[config.mk]
export PLATFORM = sky130hd
export DESIGN_NAME = mc_main_control
export DESIGN_NICKNAME = d
export VERILOG_FILES = /design/src/rtl/mc_main_control.sv
export SDC_FILE = /design/constraint.sdc
export NUM_CORES = 1
export LEC_CHECK = 0
export BUFFER_PORTS_ARGS = -buffer_cell sky130_fd_sc_hd__buf_2
export CORE_MARGIN = 2
export CORE_UTILIZATION = 46
export CTS_BUF_LIST = sky130_fd_sc_hd__clkbuf_4
export DETAILED_ROUTE_END_ITERATION = 10
export PLACE_DENSITY_LB_ADDON = 0.1
export RECOVER_POWER = 50
export REMOVE_ABC_BUFFERS = 1
export SYNTH_ARGS = -nofsm -noshare
export SYNTH_HDL_FRONTEND = slang
export SYNTH_SLANG_ARGS = --single-unit
export TNS_END_PERCENT = 50
[constraint.sdc]
create_clock -name clk -period 1.47 [get_ports clk]
set_input_delay 0.294 -clock clk [delete_from_list [all_inputs] [get_ports clk]]
set_output_delay 0.294 -clock clk [all_outputs]
set_load 0.02 [all_outputs]
[src/rtl/mc_main_control.sv]
// Multi-cycle main control FSM for the RV32I core: sequences each instruction and drives datapath selects/strobes.
// Optional build macro MC_BNE_EN: when defined, BRANCH with funct3=001 is decoded as BNE.
//
// state    | meaning
// FETCH    | read instruction at PC, PC <= PC+4 when memory is ready
// DECODE   | read registers, compute branch/JAL target
// MEMADR   | compute load/store address
// MEMREAD  | load data access, wait for memory
// MEMWB    | write loaded data to rd
// MEMWRITE | store data access, wait for memory
// EXECR    | register-register ALU operation
// EXECI    | register-immediate ALU operation
// ALUWB    | write ALU result to rd
// JAL      | PC <= target, ALU forms old PC+4 for rd
// BRANCH   | compare, load PC when taken
// TRAP     | undefined opcode, held until reset
module mc_main_control (
  input  logic       clk,
  input  logic       reset,
  input  logic [6:0] opcode,
  input  logic [2:0] funct3,
  input  logic       zero,
  input  logic       mem_ready,
  output logic       pc_write,
  output logic       ir_write,
  output logic       adr_src,
  output logic       mem_write,
  output logic       reg_write,
  output logic [1:0] result_src,
  output logic [1:0] alu_src_a,
  output logic [1:0] alu_src_b,
  output logic [1:0] alu_op,
  output logic       instr_done,
  output logic       illegal,
  output logic [3:0] state
);

  typedef enum logic [3:0] {
    S_FETCH    = 4'd0,
    S_DECODE   = 4'd1,
    S_MEMADR   = 4'd2,
    S_MEMREAD  = 4'd3,
    S_MEMWB    = 4'd4,
    S_MEMWRITE = 4'd5,
    S_EXECR    = 4'd6,
    S_EXECI    = 4'd7,
    S_ALUWB    = 4'd8,
    S_JAL      = 4'd9,
    S_BRANCH   = 4'd10,
    S_TRAP     = 4'd11
  } state_t;

  localparam logic [6:0] OP_LOAD   = 7'b0000011;
  localparam logic [6:0] OP_STORE  = 7'b0100011;
  localparam logic [6:0] OP_RTYPE  = 7'b0110011;
  localparam logic [6:0] OP_ITYPE  = 7'b0010011;
  localparam logic [6:0] OP_JAL    = 7'b1101111;
  localparam logic [6:0] OP_BRANCH = 7'b1100011;

  state_t state_q, state_d;
  logic   br_ok, br_taken;

  always_ff @(posedge clk) begin
    if (reset) state_q <= S_FETCH;
    else       state_q <= state_d;
  end

  assign state = state_q;

  // Unsupported branch senses fall through with no PC load and a one-cycle illegal flag.
  always_comb begin
    br_ok    = 1'b0;
    br_taken = 1'b0;
    case (funct3)
      3'b000: begin br_ok = 1'b1; br_taken = zero; end
`ifdef MC_BNE_EN
      3'b001: begin br_ok = 1'b1; br_taken = !zero; end
`endif
      default: ;
    endcase
  end

  always_comb begin
    state_d    = state_q;
    pc_write   = 1'b0;
    ir_write   = 1'b0;
    adr_src    = 1'b0;
    mem_write  = 1'b0;
    reg_write  = 1'b0;
    result_src = 2'b00;
    alu_src_a  = 2'b00;
    alu_src_b  = 2'b00;
    alu_op     = 2'b00;
    instr_done = 1'b0;
    illegal    = 1'b0;
    case (state_q)
      S_FETCH: begin
        alu_src_b  = 2'b10;
        result_src = 2'b10;
        ir_write   = mem_ready;
        pc_write   = mem_ready;
        if (mem_ready) state_d = S_DECODE;
      end
      S_DECODE: begin
        alu_src_a = 2'b01;
        alu_src_b = 2'b01;
        case (opcode)
          OP_LOAD, OP_STORE: state_d = S_MEMADR;
          OP_RTYPE:          state_d = S_EXECR;
          OP_ITYPE:          state_d = S_EXECI;
          OP_JAL:            state_d = S_JAL;
          OP_BRANCH:         state_d = S_BRANCH;
          default:           state_d = S_TRAP;
        endcase
      end
      S_MEMADR: begin
        alu_src_a = 2'b10;
        alu_src_b = 2'b01;
        state_d   = (opcode == OP_LOAD) ? S_MEMREAD : S_MEMWRITE;
      end
      S_MEMREAD: begin
        adr_src = 1'b1;
        if (mem_ready) state_d = S_MEMWB;
      end
      S_MEMWB: begin
        result_src = 2'b01;
        reg_write  = 1'b1;
        instr_done = 1'b1;
        state_d    = S_FETCH;
      end
      S_MEMWRITE: begin
        adr_src    = 1'b1;
        mem_write  = 1'b1;
        instr_done = mem_ready;
        if (mem_ready) state_d = S_FETCH;
      end
      S_EXECR: begin
        alu_src_a = 2'b10;
        alu_op    = 2'b10;
        state_d   = S_ALUWB;
      end
      S_EXECI: begin
        alu_src_a = 2'b10;
        alu_src_b = 2'b01;
        alu_op    = 2'b10;
        state_d   = S_ALUWB;
      end
      S_ALUWB: begin
        reg_write  = 1'b1;
        instr_done = 1'b1;
        state_d    = S_FETCH;
      end
      S_JAL: begin
        alu_src_a = 2'b01;
        alu_src_b = 2'b10;
        pc_write  = 1'b1;
        state_d   = S_ALUWB;
      end
      S_BRANCH: begin
        alu_src_a  = 2'b10;
        alu_op     = 2'b01;
        instr_done = 1'b1;
        pc_write   = br_ok & br_taken;
        illegal    = !br_ok;
        state_d    = S_FETCH;
      end
      S_TRAP: begin
        illegal = 1'b1;
      end
      default: state_d = S_FETCH;
    endcase

    // Reset masks every strobe and presents the FETCH selects.
    if (reset) begin
      pc_write   = 1'b0;
      ir_write   = 1'b0;
      mem_write  = 1'b0;
      reg_write  = 1'b0;
      instr_done = 1'b0;
      illegal    = 1'b0;
      adr_src    = 1'b0;
      result_src = 2'b10;
      alu_src_a  = 2'b00;
      alu_src_b  = 2'b10;
      alu_op     = 2'b00;
    end
  end

endmodule

## After elaboration in Yosys (flattened, before gate mapping)

Index checks and enable logic that the tools add are counted.

- Equal/unequal tests: 20
- Muxes and demuxes: 30
- Bitwise operators: 2
- Reductions and logical operators: 14

Operators with widths:

| operator | number |
|---|---|
| case mux 4 bit (7 select lines) | 1 |
| case mux 4 bit (5 select lines) | 1 |
| == test 4 x 3 -> 1 bit, second input constant | 4 |
| == test 4 bit, second input constant | 4 |
| case mux 2 bit (2 select lines) | 4 |
| == test 7 x 6 -> 1 bit, second input constant | 2 |
| == test 7 bit, second input constant | 2 |
| two-way mux 1 bit | 13 |
| two-way mux 4 bit | 3 |
| OR reduction 2 bit | 6 |
| OR reduction 3 bit | 3 |
| == test 4 x 2 -> 1 bit, second input constant | 2 |
| two-way mux 2 bit | 4 |
| == test 7 x 2 -> 1 bit, second input constant | 1 |
| == test 7 x 5 -> 1 bit, second input constant | 1 |
| != test 2 bit, second input constant | 3 |
| == test 4 x 1 -> 1 bit, second input constant | 1 |
| zero test 4 bit | 1 |
| case mux 1 bit (2 select lines) | 2 |
| AND reduction 4 bit | 1 |
| OR reduction 4 bit | 1 |
| zero test 3 bit | 1 |
| two-way mux 3 bit | 1 |
| case mux 1 bit (3 select lines) | 1 |
| 3 further kinds | 3 |

- Register bits: 4
- Bits of input ports: 14
- Output and inout bits: 19
- Word-level logic and storage cells: 67

## Logic depth before layout (Yosys ltp)

- Depth after elaboration: 5
- Gate-level depth with buffers: 5
- Gate-level depth less buffers: 4

## Worst setup path before layout

Ideal clock, no wire load.

- Path kind: register to output
- From: register state_q[0] (netlist: state[0])
- To: output port pc_write
- Data arrival time: 1.767 ns
- Required time: 1.176 ns
- Slack: -0.591 ns
- Stages on the path, launching flop included: 6
- Buffers on the path: 1
- Cell sequence: dfxtp_1 -> buf_6 -> nor4_2 -> and3_1 -> a21oi_1 -> o41ai_1

- Cells in the longest elaborated chain, start to end: 3
- Elaborated cells on any way between the ends: 5
- Classes of those cells: eq/ne: 2; mux: 2; reduce/logical: 1

Ends and longest elaborated chain:

| item | line | source |
|---|---|---|
| start: declaration | 60 | `state_t state_q, state_d;` |
| start signal: assignment | 65 | `else state_q <= state_d;` |
| == test 4 bit / zero test 4 bit (equally long branches) | 96 | `case (state_q)` |
| case mux 1 bit (3 select lines) * | 96 |  |
| two-way mux 1 bit * | 174 | `if (reset) begin` |
| end: declaration | 24 | `output logic pc_write,` |

Mark *: on every way between the ends. The rest lies on a longest branch, timed or not.

## Final worst setup path

- From: register state_q[0] (netlist: state[0])
- To: output port instr_done

- Cells in the longest elaborated chain, start to end: 4
- Elaborated cells on any way between the ends: 7
- Classes of those cells: eq/ne: 4; mux: 2; reduce/logical: 1

Ends and longest elaborated chain:

| item | line | source |
|---|---|---|
| == test 4 bit / == test 4 x 3 -> 1 bit (equally long branches) | 96 |  |
| OR reduction 3 bit (no source line) | n/a |  |
| case mux 1 bit (2 select lines) * | 96 |  |
| two-way mux 1 bit * | 174 |  |
| end: declaration | 33 | `output logic instr_done,` |

Marked as above.

==> summary.md <==
| Metric | Value |
|---|---|
| Outcome | `finished, violations left` |
| Failing checks | `setup timing` |
| Area grow syn2layout | `78.2%` |
| Per-cell routed wire length | `18.4 µm` |
| Static leakage | `0.526 nW` |
| Cell count after placement | `159` |
| Die Width | `41.8 µm` |
| Share of synthesized area occupied by flip-flops and latches | `12.2%` |
| Y dimension of the die | `41.8 µm` |
| Total buffers and inverters traversed by the critical path | `2` |
| Total Routing Usage GR | `30.3%` |
| Fraction of the mapped netlist area in compound gates | `29.2%` |
| Peak supply drop | `0.995 mV` |
| Critical Path Start Type | `register` |
| Class of the most critical setup path | `reg -> out` |
| Ratio of cells with drive above 1 in the final layout | `57.0%` |
| Number of I/O port buffers | `32` |
| Global-route wire length before repair | `4170 µm` |
| Min cycle time layout | `1.75 ns` |
| Clock Path Buffers | `2` |
| Top flip-flop cell by instance count after synthesis | `sky130_fd_sc_hd__dfxtp_1` |
| CP Capture Type | `primary output` |
| Synthesized cell area | `656 µm²` |
| Delay of the slowest cell on the worst path | `0.34 ns` |
| Placed cell areas | `980 µm²` |
| Peak fanout along the critical path | `16` |
| Net count, final | `167` |
| Initial core utilization | `49.8%` |
| Max-cap check violation count | `0` |
| Number of CTS-inserted buffers | `3` |
| Sw Share | `50.3%` |
| Ant diodes | `0` |
| Worst endpoint required time | `1.18 ns` |
| Drt first pass iters | `4` |
| Initial antenna violation count | `0` |
| Slowest CP cell | `sky130_fd_sc_hd__dfxtp_2` |
| Standard-cell rows | `13` |
| Root buf cell | `sky130_fd_sc_hd__clkbuf_4` |
| Max reg flops | `4` |
| Worst Clk Skew | `0.00385 ns` |
| Register share of total power | `11.5%` |
| RSZ-0062 raised after global routing | `true` |
| Area of the die | `1740 µm²` |
| Post-Synth XOR/XNOR Area | `2.67%` |
| Synthesized area per cell | `6.90 µm²` |
| DR vias | `1039` |
| Final weighted congestion of routability-driven global placement | `0.816` |
| Setup tns final | `-2.32 ns` |
| Family with the most delay on the worst path | `flip-flops` |
| Worst slew slack as a fraction of its limit | `80.1%` |
| Slew @ Worst Pin | `0.296 ns` |
| Clock transition at the registers of the reported paths | `0.04 ns` |
| CTS sink count | `4` |
| DRC violation total after the first TritonRoute iteration | `55` |
| Maximum number of pins on one net before global-route repair | `17` |
| Synthesized-area fraction occupied by and/or/nand/nor cells | `45.0%` |
| Period utilisation layout | `119%` |
| Async SR Flop Fraction | `0%` |
| Largest family of logic cells by synthesized area | `simple AND/OR/NAND/NOR gates` |
| Achievable Freq | `0.571 GHz` |
| Top-level port count | `33` |
| Core footprint | `1320 µm²` |
| Internal portion of total power | `895 µW` |
| Number of enable-type register cells in the synthesized netlist | `0` |
| Share of total power in combinational logic | `80.6%` |
| Final count of pins violating max slew | `0` |
| Warnings from Yosys | `0` |
| Total number of H-tree levels | `1` |
| Ratio of routed vias to standard cells | `6.26` |
| Synthesized-area fraction occupied by adder cells | `0%` |
| Yosys reg bits | `4` |
| Number of cells on the critical path | `5` |
| Path depth of the worst reg2reg path | `5` |
| Power density relative to cell area | `1540 nW/µm²` |
| Final-layout worst hold slack | `0.394 ns` |
| Min-Delay Path Depth | `3` |
| Final instance area | `1170 µm²` |
| Endpoint arrival time on the critical path | `1.46 ns` |
| Post-Layout Cell Count | `166` |
| Post-synthesis cell count | `95` |
| WL final | `3060 µm` |
| Pre-CTS setup slack | `-0.200 ns` |
| Clk Latency, worst-skew pair | `0.24 ns` |
| CTS tree | `yes` |
| Number of failing hold endpoints at the final stage | `0` |
| Class of the tightest hold or removal check | `in -> reg` |
| Count of final setup violators | `16` |
| Switching power | `907 µW` |
| GR Overflow Total | `0` |
| Number of distinct library cells after synthesis | `45` |
| Vias in the first global route | `961` |
| Cells along the critical path | `buf_6 -> nor2b_1 -> o32a_1 -> nor2_1 -> buf_4` |
| Clock share of power | `7.8%` |
| Final WS setup | `-0.281 ns` |
| Detailed-placement wirelength estimate | `1720 µm` |
| Count of unresolved DRC violations after routing | `0` |
| Antenna violation net count after detailed routing | `0` |
| Mux share of post-synthesis cell area | `1.53%` |
## logic make-up after synthesis
family | Yosys count
buf+inv | 12
mux | 1
simple gates | 48
compound gates | 28
xor+xnor | 2
flops | 4
## cells in the final DEF (no fill, tap or decap), types with 2 or more instances in the layout
cell / count
sky130_fd_sc_hd__buf_2: 24
sky130_fd_sc_hd__clkbuf_4: 3
sky130_fd_sc_hd__and3_1: 2
sky130_fd_sc_hd__inv_1: 2
sky130_fd_sc_hd__a21o_1: 3
sky130_fd_sc_hd__nand3_1: 2
sky130_fd_sc_hd__nand2b_1: 3
sky130_fd_sc_hd__a21oi_1: 8
sky130_fd_sc_hd__dfxtp_2: 2
sky130_fd_sc_hd__dfxtp_4: 2
sky130_fd_sc_hd__o21ai_0: 2
sky130_fd_sc_hd__nor2_2: 2
sky130_fd_sc_hd__nor2b_1: 2
sky130_fd_sc_hd__buf_4: 31
sky130_fd_sc_hd__buf_6: 5
sky130_fd_sc_hd__clkbuf_1: 2
sky130_fd_sc_hd__nand2_1: 6
sky130_fd_sc_hd__xnor2_1: 2
sky130_fd_sc_hd__nor3_1: 3
sky130_fd_sc_hd__nor4_1: 2
sky130_fd_sc_hd__nor2_1: 6
sky130_fd_sc_hd__nor4b_4: 2
sky130_fd_sc_hd__nand2b_4: 2
sky130_fd_sc_hd__a31oi_1: 2
## worst reg2reg max path, cell delays in order, from the launching register on
cell	delay (ns)
sky130_fd_sc_hd__dfxtp_4	0.36
sky130_fd_sc_hd__buf_4	0.17
sky130_fd_sc_hd__nor4b_4	0.30
sky130_fd_sc_hd__nand2_1	0.12
sky130_fd_sc_hd__o21a_1	0.19
sky130_fd_sc_hd__a311oi_1	0.25
## stage by stage
| stage | total power, mW | util, % |
|---|---|---|
| 2_1_floorplan | 0.869 | - |
| 3_3_place_gp | 1.37 | 74.4 |
| 3_5_place_dp | 1.40 | 74.4 |
| 4_1_cts | 1.65 | 84.3 |
| 5_1_grt | 1.90 | 88.7 |
| 6_report | 1.80 | 88.7 |
## synth_stat cells (3+ instances only)
cell / instances / area (µm²)
sky130_fd_sc_hd__dfxtp_1: 4 / 80.1
sky130_fd_sc_hd__nand2_1: 6 / 22.5
sky130_fd_sc_hd__a21o_1: 3 / 22.5
sky130_fd_sc_hd__nand2b_1: 6 / 37.5
sky130_fd_sc_hd__clkbuf_1: 3 / 11.3
sky130_fd_sc_hd__nor4_1: 3 / 18.8
sky130_fd_sc_hd__buf_2: 4 / 20.0
sky130_fd_sc_hd__nor2b_1: 3 / 18.8
sky130_fd_sc_hd__a21oi_1: 8 / 40.0
sky130_fd_sc_hd__nor3_1: 5 / 25.0
sky130_fd_sc_hd__nor2_1: 9 / 33.8
sky130_fd_sc_hd__nand3_1: 3 / 15.0
## timing repair
item / 4_1_cts / 5_1_grt
pin swaps: 4 / 4
setup endpoints to repair: 16 / 19
gates resized for setup: 21 / 15
hold buffers: 0 / 0
setup buffers: 4 / 0
## final cells by class
type,instances,area (µm²)
clock buffer,3,22.5
fill,80,149
inverter,3,12.5
multi-input combinational,79,608
sequential,4,90.1
tap,15,18.8
timing repair buffer,62,417
## per-layer routing
layer	GRT usage [%]	share of wire, %	vias up
met3	2.61	8.3	12
met2	54.7	50	67
met4	14.8	3.5	0
met5	0	0	-
met1	35.1	38	486
li1	-	-	474
## path summary, 6_finish.rpt
kind | to | start | slack, ns
hold / removal | state[1] | opcode[5] | 0.39
setup / recovery | instr_done | state[0] | -0.28
hold reg to reg | state[0] | state[2] | 0.66
setup reg to reg | state[2] | state[1] | -0.02
## power groups by stage
stage               sequential, mW  clock [mW]  combinational [mW]
global route                 0.214       0.153                1.54
CTS                          0.203       0.143                1.30
floorplan                    0.320           0               0.549
detailed placement           0.200           0                1.20
finish                       0.208       0.141                1.45
global placement             0.195           0                1.17
(Power assumes the default switching activity.)
